<file path="src/rtl/less_check_pkg.sv">
// Shared types and the golden less-than model for the less_check response monitor.
package less_check_pkg;

    localparam int COUNT_W = 16;
    localparam int MAX_W   = 64;

    typedef enum logic [2:0] {
        ST_IDLE,
        ST_RUN,
        ST_DRAIN,
        ST_DONE,
        ST_FAIL
    } state_t;

    // Operands arrive zero-extended, so the borrow of this wide subtract equals
    // the borrow of the (WIDTH+1)-bit subtract for any WIDTH up to MAX_W.
    function automatic logic golden_less(input logic [MAX_W-1:0] a,
                                         input logic [MAX_W-1:0] b);
        logic [MAX_W:0] diff;
        diff = {1'b0, a} - {1'b0, b};
        return diff[MAX_W];
    endfunction

endpackage

</file>
<file path="src/rtl/less_check_stage.sv">
// Stage-1 sample register of less_check plus the golden compute on the held sample.
module less_check_stage
    import less_check_pkg::*;
#(
    parameter int WIDTH = 8
) (
    input  logic             clk,
    input  logic             rst,
    input  logic             clear_i,
    input  logic             load_i,
    input  logic [WIDTH-1:0] a_i,
    input  logic [WIDTH-1:0] b_i,
    input  logic             c_i,
    input  logic             ch_i,
    output logic             valid_o,
    output logic [WIDTH-1:0] a_o,
    output logic [WIDTH-1:0] b_o,
    output logic             c_o,
    output logic             ch_o,
    output logic [WIDTH:0]   diff_o,
    output logic             expected_o,
    output logic             mismatch_o
);

    logic             valid_q;
    logic [WIDTH-1:0] a_q;
    logic [WIDTH-1:0] b_q;
    logic             c_q;
    logic             ch_q;

    // A clear wins over a load so a flushed or restarted run never keeps a stale sample.
    always_ff @(posedge clk or posedge rst) begin
        if (rst) begin
            valid_q <= 1'b0;
            a_q     <= '0;
            b_q     <= '0;
            c_q     <= 1'b0;
            ch_q    <= 1'b0;
        end else if (clear_i) begin
            valid_q <= 1'b0;
        end else begin
            valid_q <= load_i;
            if (load_i) begin
                a_q  <= a_i;
                b_q  <= b_i;
                c_q  <= c_i;
                ch_q <= ch_i;
            end
        end
    end

    assign diff_o     = {1'b0, a_q} - {1'b0, b_q};
    assign expected_o = golden_less(MAX_W'(a_q), MAX_W'(b_q));
    assign mismatch_o = valid_q && ((c_q != expected_o) || (ch_q != expected_o));

    assign valid_o = valid_q;
    assign a_o     = a_q;
    assign b_o     = b_q;
    assign c_o     = c_q;
    assign ch_o    = ch_q;

endmodule

</file>
<file path="src/rtl/less_check.sv">
// Self-checking response monitor for the less-than comparator tests.
// Optional build macro LESS_CHECK_STOP_ON_FAIL_EN stops the run on the first mismatch.
module less_check
    import less_check_pkg::*;
#(
    parameter int WIDTH     = 8,
    parameter int NUM_TESTS = 10
) (
    input  logic               clk,
    input  logic               rst,
    input  logic               start,
    input  logic               in_valid,
    output logic               in_ready,
    input  logic [WIDTH-1:0]   a,
    input  logic [WIDTH-1:0]   b,
    input  logic               c,
    input  logic               ch,
    output logic               done,
    output logic               pass,
    output logic [COUNT_W-1:0] test_count,
    output logic [COUNT_W-1:0] err_count,
    output logic [WIDTH-1:0]   fail_a,
    output logic [WIDTH-1:0]   fail_b,
    output logic [WIDTH:0]     fail_diff,
    output logic               fail_c,
    output logic               fail_ch
);

    localparam logic [COUNT_W-1:0] LAST_IDX  = COUNT_W'(NUM_TESTS - 1);
    localparam logic [COUNT_W-1:0] TOTAL     = COUNT_W'(NUM_TESTS);
    localparam logic [COUNT_W-1:0] ERR_LIMIT = '1;

    state_t             state_q, state_d;
    logic [COUNT_W-1:0] acceptCount_q, acceptCount_d;
    logic [COUNT_W-1:0] testCount_q, testCount_d;
    logic [COUNT_W-1:0] errCount_q, errCount_d;
    logic [WIDTH-1:0]   failA_q, failA_d;
    logic [WIDTH-1:0]   failB_q, failB_d;
    logic [WIDTH:0]     failDiff_q, failDiff_d;
    logic               failC_q, failC_d;
    logic               failCh_q, failCh_d;

    logic               transfer;
    logic               stageClear;
    logic               s1Valid;
    logic [WIDTH-1:0]   s1A;
    logic [WIDTH-1:0]   s1B;
    logic               s1C;
    logic               s1Ch;
    logic [WIDTH:0]     s1Diff;
    logic               s1Expected;
    logic               s1Mismatch;

    assign transfer = in_valid && (state_q == ST_RUN);

    less_check_stage #(
        .WIDTH(WIDTH)
    ) u_stage (
        .clk        (clk),
        .rst        (rst),
        .clear_i    (stageClear),
        .load_i     (transfer),
        .a_i        (a),
        .b_i        (b),
        .c_i        (c),
        .ch_i       (ch),
        .valid_o    (s1Valid),
        .a_o        (s1A),
        .b_o        (s1B),
        .c_o        (s1C),
        .ch_o       (s1Ch),
        .diff_o     (s1Diff),
        .expected_o (s1Expected),
        .mismatch_o (s1Mismatch)
    );

    // Retire logic runs first; the state case and the stop-on-fail override may then
    // replace it, so a restart always wins over a sample still in flight.
    always_comb begin
        state_d       = state_q;
        acceptCount_d = acceptCount_q;
        testCount_d   = testCount_q;
        errCount_d    = errCount_q;
        failA_d       = failA_q;
        failB_d       = failB_q;
        failDiff_d    = failDiff_q;
        failC_d       = failC_q;
        failCh_d      = failCh_q;
        stageClear    = 1'b0;

        if (s1Valid) begin
            testCount_d = testCount_q + 1'b1;
            if (s1Mismatch) begin
                if (errCount_q != ERR_LIMIT) begin
                    errCount_d = errCount_q + 1'b1;
                end
                if (errCount_q == '0) begin
                    failA_d    = s1A;
                    failB_d    = s1B;
                    failDiff_d = s1Diff;
                    failC_d    = s1C;
                    failCh_d   = s1Ch;
                end
            end
        end

        case (state_q)
            ST_IDLE, ST_DONE, ST_FAIL: begin
                if (start) begin
                    state_d       = ST_RUN;
                    acceptCount_d = '0;
                    testCount_d   = '0;
                    errCount_d    = '0;
                    failA_d       = '0;
                    failB_d       = '0;
                    failDiff_d    = '0;
                    failC_d       = 1'b0;
                    failCh_d      = 1'b0;
                    stageClear    = 1'b1;
                end
            end
            ST_RUN: begin
                if (transfer) begin
                    acceptCount_d = acceptCount_q + 1'b1;
                    if (acceptCount_q == LAST_IDX) begin
                        state_d = ST_DRAIN;
                    end
                end
            end
            ST_DRAIN: begin
                if (!s1Valid && (testCount_q == TOTAL)) begin
                    state_d = ST_DONE;
                end
            end
            default: begin
                state_d = ST_IDLE;
            end
        endcase

`ifdef LESS_CHECK_STOP_ON_FAIL_EN
        if (s1Mismatch) begin
            state_d    = ST_FAIL;
            stageClear = 1'b1;
        end
`endif
    end

    always_ff @(posedge clk or posedge rst) begin
        if (rst) begin
            state_q       <= ST_IDLE;
            acceptCount_q <= '0;
            testCount_q   <= '0;
            errCount_q    <= '0;
            failA_q       <= '0;
            failB_q       <= '0;
            failDiff_q    <= '0;
            failC_q       <= 1'b0;
            failCh_q      <= 1'b0;
        end else begin
            state_q       <= state_d;
            acceptCount_q <= acceptCount_d;
            testCount_q   <= testCount_d;
            errCount_q    <= errCount_d;
            failA_q       <= failA_d;
            failB_q       <= failB_d;
            failDiff_q    <= failDiff_d;
            failC_q       <= failC_d;
            failCh_q      <= failCh_d;
        end
    end

    assign in_ready   = (state_q == ST_RUN);
    assign done       = (state_q == ST_DONE) || (state_q == ST_FAIL);
    assign pass       = (state_q == ST_DONE) && (errCount_q == '0);
    assign test_count = testCount_q;
    assign err_count  = errCount_q;
    assign fail_a     = failA_q;
    assign fail_b     = failB_q;
    assign fail_diff  = failDiff_q;
    assign fail_c     = failC_q;
    assign fail_ch    = failCh_q;

endmodule

</file>
<file path="config.mk">
export PLATFORM = sky130hd
export DESIGN_NAME = less_check
export DESIGN_NICKNAME = d
export VERILOG_FILES = /design/src/rtl/less_check_pkg.sv /design/src/rtl/less_check_stage.sv /design/src/rtl/less_check.sv
export SDC_FILE = /design/constraint.sdc
export NUM_CORES = 1
export LEC_CHECK = 0
export ABC_AREA = 1
export BUFFER_PORTS_ARGS = -buffer_cell sky130_fd_sc_hd__buf_2
export CAP_MARGIN = 0
export CORE_AREA = 4 4 90 176
export CTS_CLUSTER_SIZE = 25
export DETAILED_ROUTE_END_ITERATION = 8
export DIE_AREA = 0 0 94 180
export GPL_TIMING_DRIVEN = 0
export PLACE_DENSITY = 0.58
export SETUP_SLACK_MARGIN = 0.4
export SYNTH_ARGS = -nofsm -noshare
export SYNTH_HDL_FRONTEND = slang
export SYNTH_SLANG_ARGS = --single-unit
</file>
<file path="constraint.sdc">
create_clock -name clk -period 4.69 [get_ports clk]
set_input_delay 0.938 -clock clk [delete_from_list [all_inputs] [get_ports clk]]
set_output_delay 0.938 -clock clk [all_outputs]
set_load 0.02 [all_outputs]
</file>
# After elaboration in Yosys (flattened, before gate mapping)
# Cells that the tools add are included.
# W data, S select, Z words.
# word_totals
register_bits	97
inputBits	22
out_inout_bits	62
word_cells	91
# op_classes
n_addsub	5
eq_ne	13
mux	44
bitwise_logic	1
reduce_logical	14
# ops
operator	n
$mux W16	10
$mux W8	10
$add A16 B1 Y16 const B	3
$mux W9	5
$eq A16 B4 Y1 const B	2
$pmux W16 S2	1
$sub A8 B8 Y9	2
$logic_not A16 Y1	1
$ne A16 B16 Y1 const B	1
$mux W1	13
$mux W3	4
$pmux W3 S3	1
$eq A3 B2 Y1 const B	2
$logic_and A1 B1 Y1	4
$ne A2 B1 Y1 const B	2
$ne A2 B2 Y1 const B	2
$reduce_and A4 Y1	1
$eq A3 B1 Y1 const B	1
$eq A3 B3 Y1 const B	1
$logic_not A3 Y1	1
$reduce_and A3 Y1	1
$reduce_or A3 Y1	1
$logic_or A1 B1 Y1	2
$ne A1 B1 Y1	2
other kinds (4)	4

# Depth between registers and ports, before layout
# depth
word_depth	8
depth_mapped	15
depth_no_buf	14

# Hierarchy
# A second synthesis with hierarchy kept.
# unflattened
hier_cells	807
area_unflattened_um2	5689.2
# by_module_without_submodules
mod	instances	cells_each	area_per_inst_um2	seq_area_each_um2
less_check	1	656	4541.9	1926.8
less_check_stage	1	151	1147.4	475.5

# Least setup slack after synthesis
# Ideal clock, no wire load.
# synth_path
path_kind	register to output
startpoint	reg errCount_q[0] (netlist: err_count[0])
endpoint	out pass
arrival_ps	1470
required_time_ps	3752
path_slack_ps	2282
stages_incl_launch_ff	5
path_buffers	0
cell_sequence	dfrtp_1 -> inv_1 -> ha_1 -> nand4_1 -> nor3b_1
# synth_between
elab_chain_len	2
# synth_rtl
element	line	text
from (decl)	less_check.sv:36	logic [COUNT_W-1:0] errCount_q, errCount_d;
from (signal assigned)	less_check.sv:163	errCount_q <= errCount_d;
$logic_not A16 Y1	less_check.sv:174	assign pass = (state_q == ST_DONE) && (errCount_q == '0);
$logic_and A1 B1 Y1	less_check.sv:174	
to (decl)	less_check.sv:19	output logic pass,
# No other way between the ends.

# Final worst setup path
# Ends and elaborated chain as after synthesis.

==> metrics.md <==
| Metric | Value |
|---|---|
| VDD IR-drop max | `345 uV` |
| Post-Place Setup Slack | `2.03 ns` |
| Xor/xnor share of the synthesized area | `1.86%` |
| Simple-Gate Fraction of Synth Area | `34.4%` |
| Horizontal extent of the die | `94 um` |
| Power density over the cells | `577 nW/um^2` |
| Vias per cell | `4.80` |
| Cts bufs inserted | `9` |
| Max Transition Viols Final | `0` |
| Minimum clock period | `2.76 ns` |
| Routability congestion estimate | `0.889` |
| Area share of the largest cell type after synthesis | `42.5%` |
| Commonest cells after routing, fill and taps aside | `234 x sky130_fd_sc_hd__nand2_1, 121 x sky130_fd_sc_hd__nor2_1, 106 x sky130_fd_sc_hd__inv_1` |
| Cts hold-fix bufs | `0` |
| Switching power share of the total | `45.6%` |
| Maximum level of the CTS H-tree | `3` |
| Cell Rows | `62` |
| Share of total power in combinational logic | `47.6%` |
| Vias in the first global route | `5176` |
| Setup crit start | `err_count[0]` |
| Post-CTS Setup Bufs | `0` |
| CTS tree | `built` |
| Routed wire length | `15.5 mm` |
| Largest buffer count on any clock path | `2` |
| Number of vias in the routed layout | `5193` |
| Mean post-synth cell area | `7.16 um^2` |
| Total of buffers placed on input and output ports | `83` |
| Sum of internal, switching and leakage power | `0.00384 W` |
| Final clock skew | `0.0130 ns` |
| Drt initial violations | `173` |
| Final Non-Filler Cells | `1082` |
| Final cycle utilization of the critical path | `58.8%` |
| Worst-Margin Slew | `0.643 ns` |
| Post-route cell area | `6660 um^2` |
| Clock tree root driver cell | `sky130_fd_sc_hd__clkbuf_16` |
| Hold_sp | `u_stage.a_o[6]` |
| Number of warnings issued by yosys | `0` |
| Worst setup EP type | `output port` |
| Number of diodes added for antenna fixing | `0` |
| Portion of total power attributed to the clock network | `20.5%` |
| Placed inst area | `6340 um^2` |
| Antenna violations before repair | `0` |
| Slew headroom | `57.1%` |
| Number of max-cap violations | `0` |
| Worst reg2reg startpoint | `u_stage.a_o[0]` |
| Crit path setup slack, layout | `1.93 ns` |
| Placed wire-length estimate | `11.9 mm` |
| Worst setup path class | `reg -> out` |
| Distinct cells, synth | `43` |
| Peak clock frequency supported by timing | `363 MHz` |
| Area of the mapped netlist | `5660 um^2` |
| Fraction of final layout cells with drive strength greater than 1 | `14.8%` |
| CP Launch Type | `register` |
| Clock transition at the registers of the reported paths | `0.08 ns` |
| Count of unresolved DRC violations after routing | `0` |
| Switching power of the nets | `0.00175 W` |
| Classification of the worst-slack hold path | `reg -> reg` |
| CP Data Arrival Time | `1.82 ns` |
| Tot GR Track Use | `18.9%` |
| Required time at the endpoint of the critical path | `3.75 ns` |
| Synth-to-layout area growth | `17.7%` |
| Initial cell density of the core | `39.2%` |
| Crit Path Max Fanout | `5` |
| Number of placed I/O pins | `84` |
| Overflow after GRT | `0` |
| Synth Area in Compound Gates | `7.19%` |
| Fin. Hold Viols | `0` |
| DP Cell Count | `1066` |
| Skew-Pair Late Insertion Delay | `0.35 ns` |
| Clock sink count | `96` |
| RSZ-0062 raised after global routing | `no` |
| Dominant combinational cell family by area after synthesis | `simple AND/OR/NAND/NOR gates` |
| Net count of the finished layout | `926` |
| Mux contribution to synthesized area | `0%` |
| Mapped Cells | `790` |
| Flop pwr share | `31.9%` |
| Chip Height | `180 um` |
| Total Die Area | `16900 um^2` |
| Biggest area contributors in the synthesized netlist | `sky130_fd_sc_hd__dfrtp_1 42%, sky130_fd_sc_hd__nand2_1 16%, sky130_fd_sc_hd__nor2_1 8.0%, sky130_fd_sc_hd__inv_1 7.1%, sky130_fd_sc_hd__ha_1 4.0%` |
| Largest area contributor in the netlist | `sky130_fd_sc_hd__dfrtp_1` |
| Net count after synthesis | `831` |
| Total leakage power | `3.65 nW` |
| Result of the run | `finished, final reports clean` |
| Leading cell type in the layout, fill and taps excluded | `sky130_fd_sc_hd__nand2_1` |
| Drt first pass iters | `4` |
| WL/cell | `14.3 um` |
| Resize count post-CTS | `0` |
| Synth Register Bits | `96` |
| Count of nets left with antenna violations after detail routing | `0` |
| Wire length of the first global-routing pass | `25.3 mm` |
| Floorplan core area | `14400 um^2` |
| Sequential fraction of the synthesis area | `42.5%` |
| Synthesized-area fraction occupied by adder cells | `4.34%` |
| Final Setup Violations | `0` |
| Internal power contribution | `0.00209 W` |
| Largest net degree at the start of global routing | `64` |
worst max-delay path: stages (launching register included):
cell and delay, ns:
sky130_fd_sc_hd__dfrtp_1 0.40, sky130_fd_sc_hd__inv_1 0.15, sky130_fd_sc_hd__ha_1 0.24, sky130_fd_sc_hd__nand4_1 0.17
sky130_fd_sc_hd__nor3b_1 0.29, sky130_fd_sc_hd__buf_2 0.21
logic make-up (layout without fill, tap and decap cells):
| kind of cell | Yosys count | count (layout) |
|---|---|---|
| XOR/XNOR | 12 | 12 |
| AND/OR/NAND/NOR | 455 | 455 |
| buffers and inverters | 134 | 234 |
| AO/OA/AOI/OAI | 74 | 74 |
| adder cells (fa/ha/maj) | 19 | 19 |
| flip-flops | 96 | 96 |
Yosys cell counts, drive strengths merged:
cell / count
xor2: 7
or2: 2
a21oi: 29
o31ai: 1
buf: 14
o21ai: 32
nand4: 31
nor2: 125
a21o: 1
a2bb2oi: 1
o211ai: 1
nor3b: 1
ha: 18
nor3: 19
nand3: 32
o21bai: 2
o22ai: 1
inv: 108
dfrtp: 96
nand3b: 4
xnor2: 5
a211oi: 2
nor4: 1
fa: 1
and3: 3
clkinv: 1
o21a: 4
nand2: 237
clkbuf: 11
state kept, by name (all words and copies together) (netlist names):
| name | count |
|---|---|
| err_count | 16 |
| u_stage.a_o | 8 |
| u_stage.ch_o | 1 |
| u_stage.c_o | 1 |
| fail_ch | 1 |
| u_stage.valid_o | 1 |
| u_stage.b_o | 8 |
| fail_diff | 9 |
| fail_b | 8 |
| acceptCount_q | 16 |
| fail_a | 8 |
| state_q | 2 |
| fail_c | 1 |
| test_count | 16 |
worst paths after layout:
path / end / slack (ns) / cells after the start
worst max-delay path: pass / 1.93 / 5
worst min-delay path: u_stage.a_o[6] / 0.53 / 2
worst max register to register: fail_b[5] / 2.30 / 14
worst min register to register: u_stage.a_o[6] / 0.53 / 2
max in group asynchronous: err_count[12] / 3.40 / 3
min in group asynchronous: err_count[1] / 0.61 / 2
layout make-up:
class,count,area [um^2]
Fill cell,1551,7770
Multi-Input combinational cell,560,2700
Sequential cell,96,2400
Timing Repair Buffer,84,443
Inverter,109,412
Clock buffer,11,253
Tap cell,192,240
Buffer,25,141
Clock inverter,5,60.1
metrics by stage:
stage          utilization (%)  TNS (ns)  hold WS (ns)
5_1_grt                   46.1         0         0.548
3_5_place_dp              44.0         0         0.504
3_3_place_gp              43.7    -16.16         0.490
2_1_floorplan                -         0         0.475
4_1_cts                   46.1         0         0.527
6_report                  46.1         0         0.525
routing by layer:
| layer | global-route usage [%] | wire length [um] | part of all wire (%) | up-vias |
|---|---|---|---|---|
| li1 | - | - | - | 2670 |
| met1 | 20.3 | 6100 | 39 | 2392 |
| met2 | 35.3 | 8470 | 55 | 96 |
| met3 | 2.85 | 401 | 2.6 | 35 |
| met4 | 8.62 | 546 | 3.5 | 0 |
| met5 | 0 | 0 | 0 | - |
power groups by stage:
stage	Sequential [W]	Combinational, W	Clock, W
6_report	0.00122	0.00183	0.000789
5_1_grt	0.00125	0.00207	0.000837
4_1_cts	0.00123	0.00185	0.000800
3_5_place_dp	0.00124	0.00184	0
3_3_place_gp	0.00124	0.00182	0
2_1_floorplan	0.00133	0.00121	0
Power figures use the tool's default switching activity.
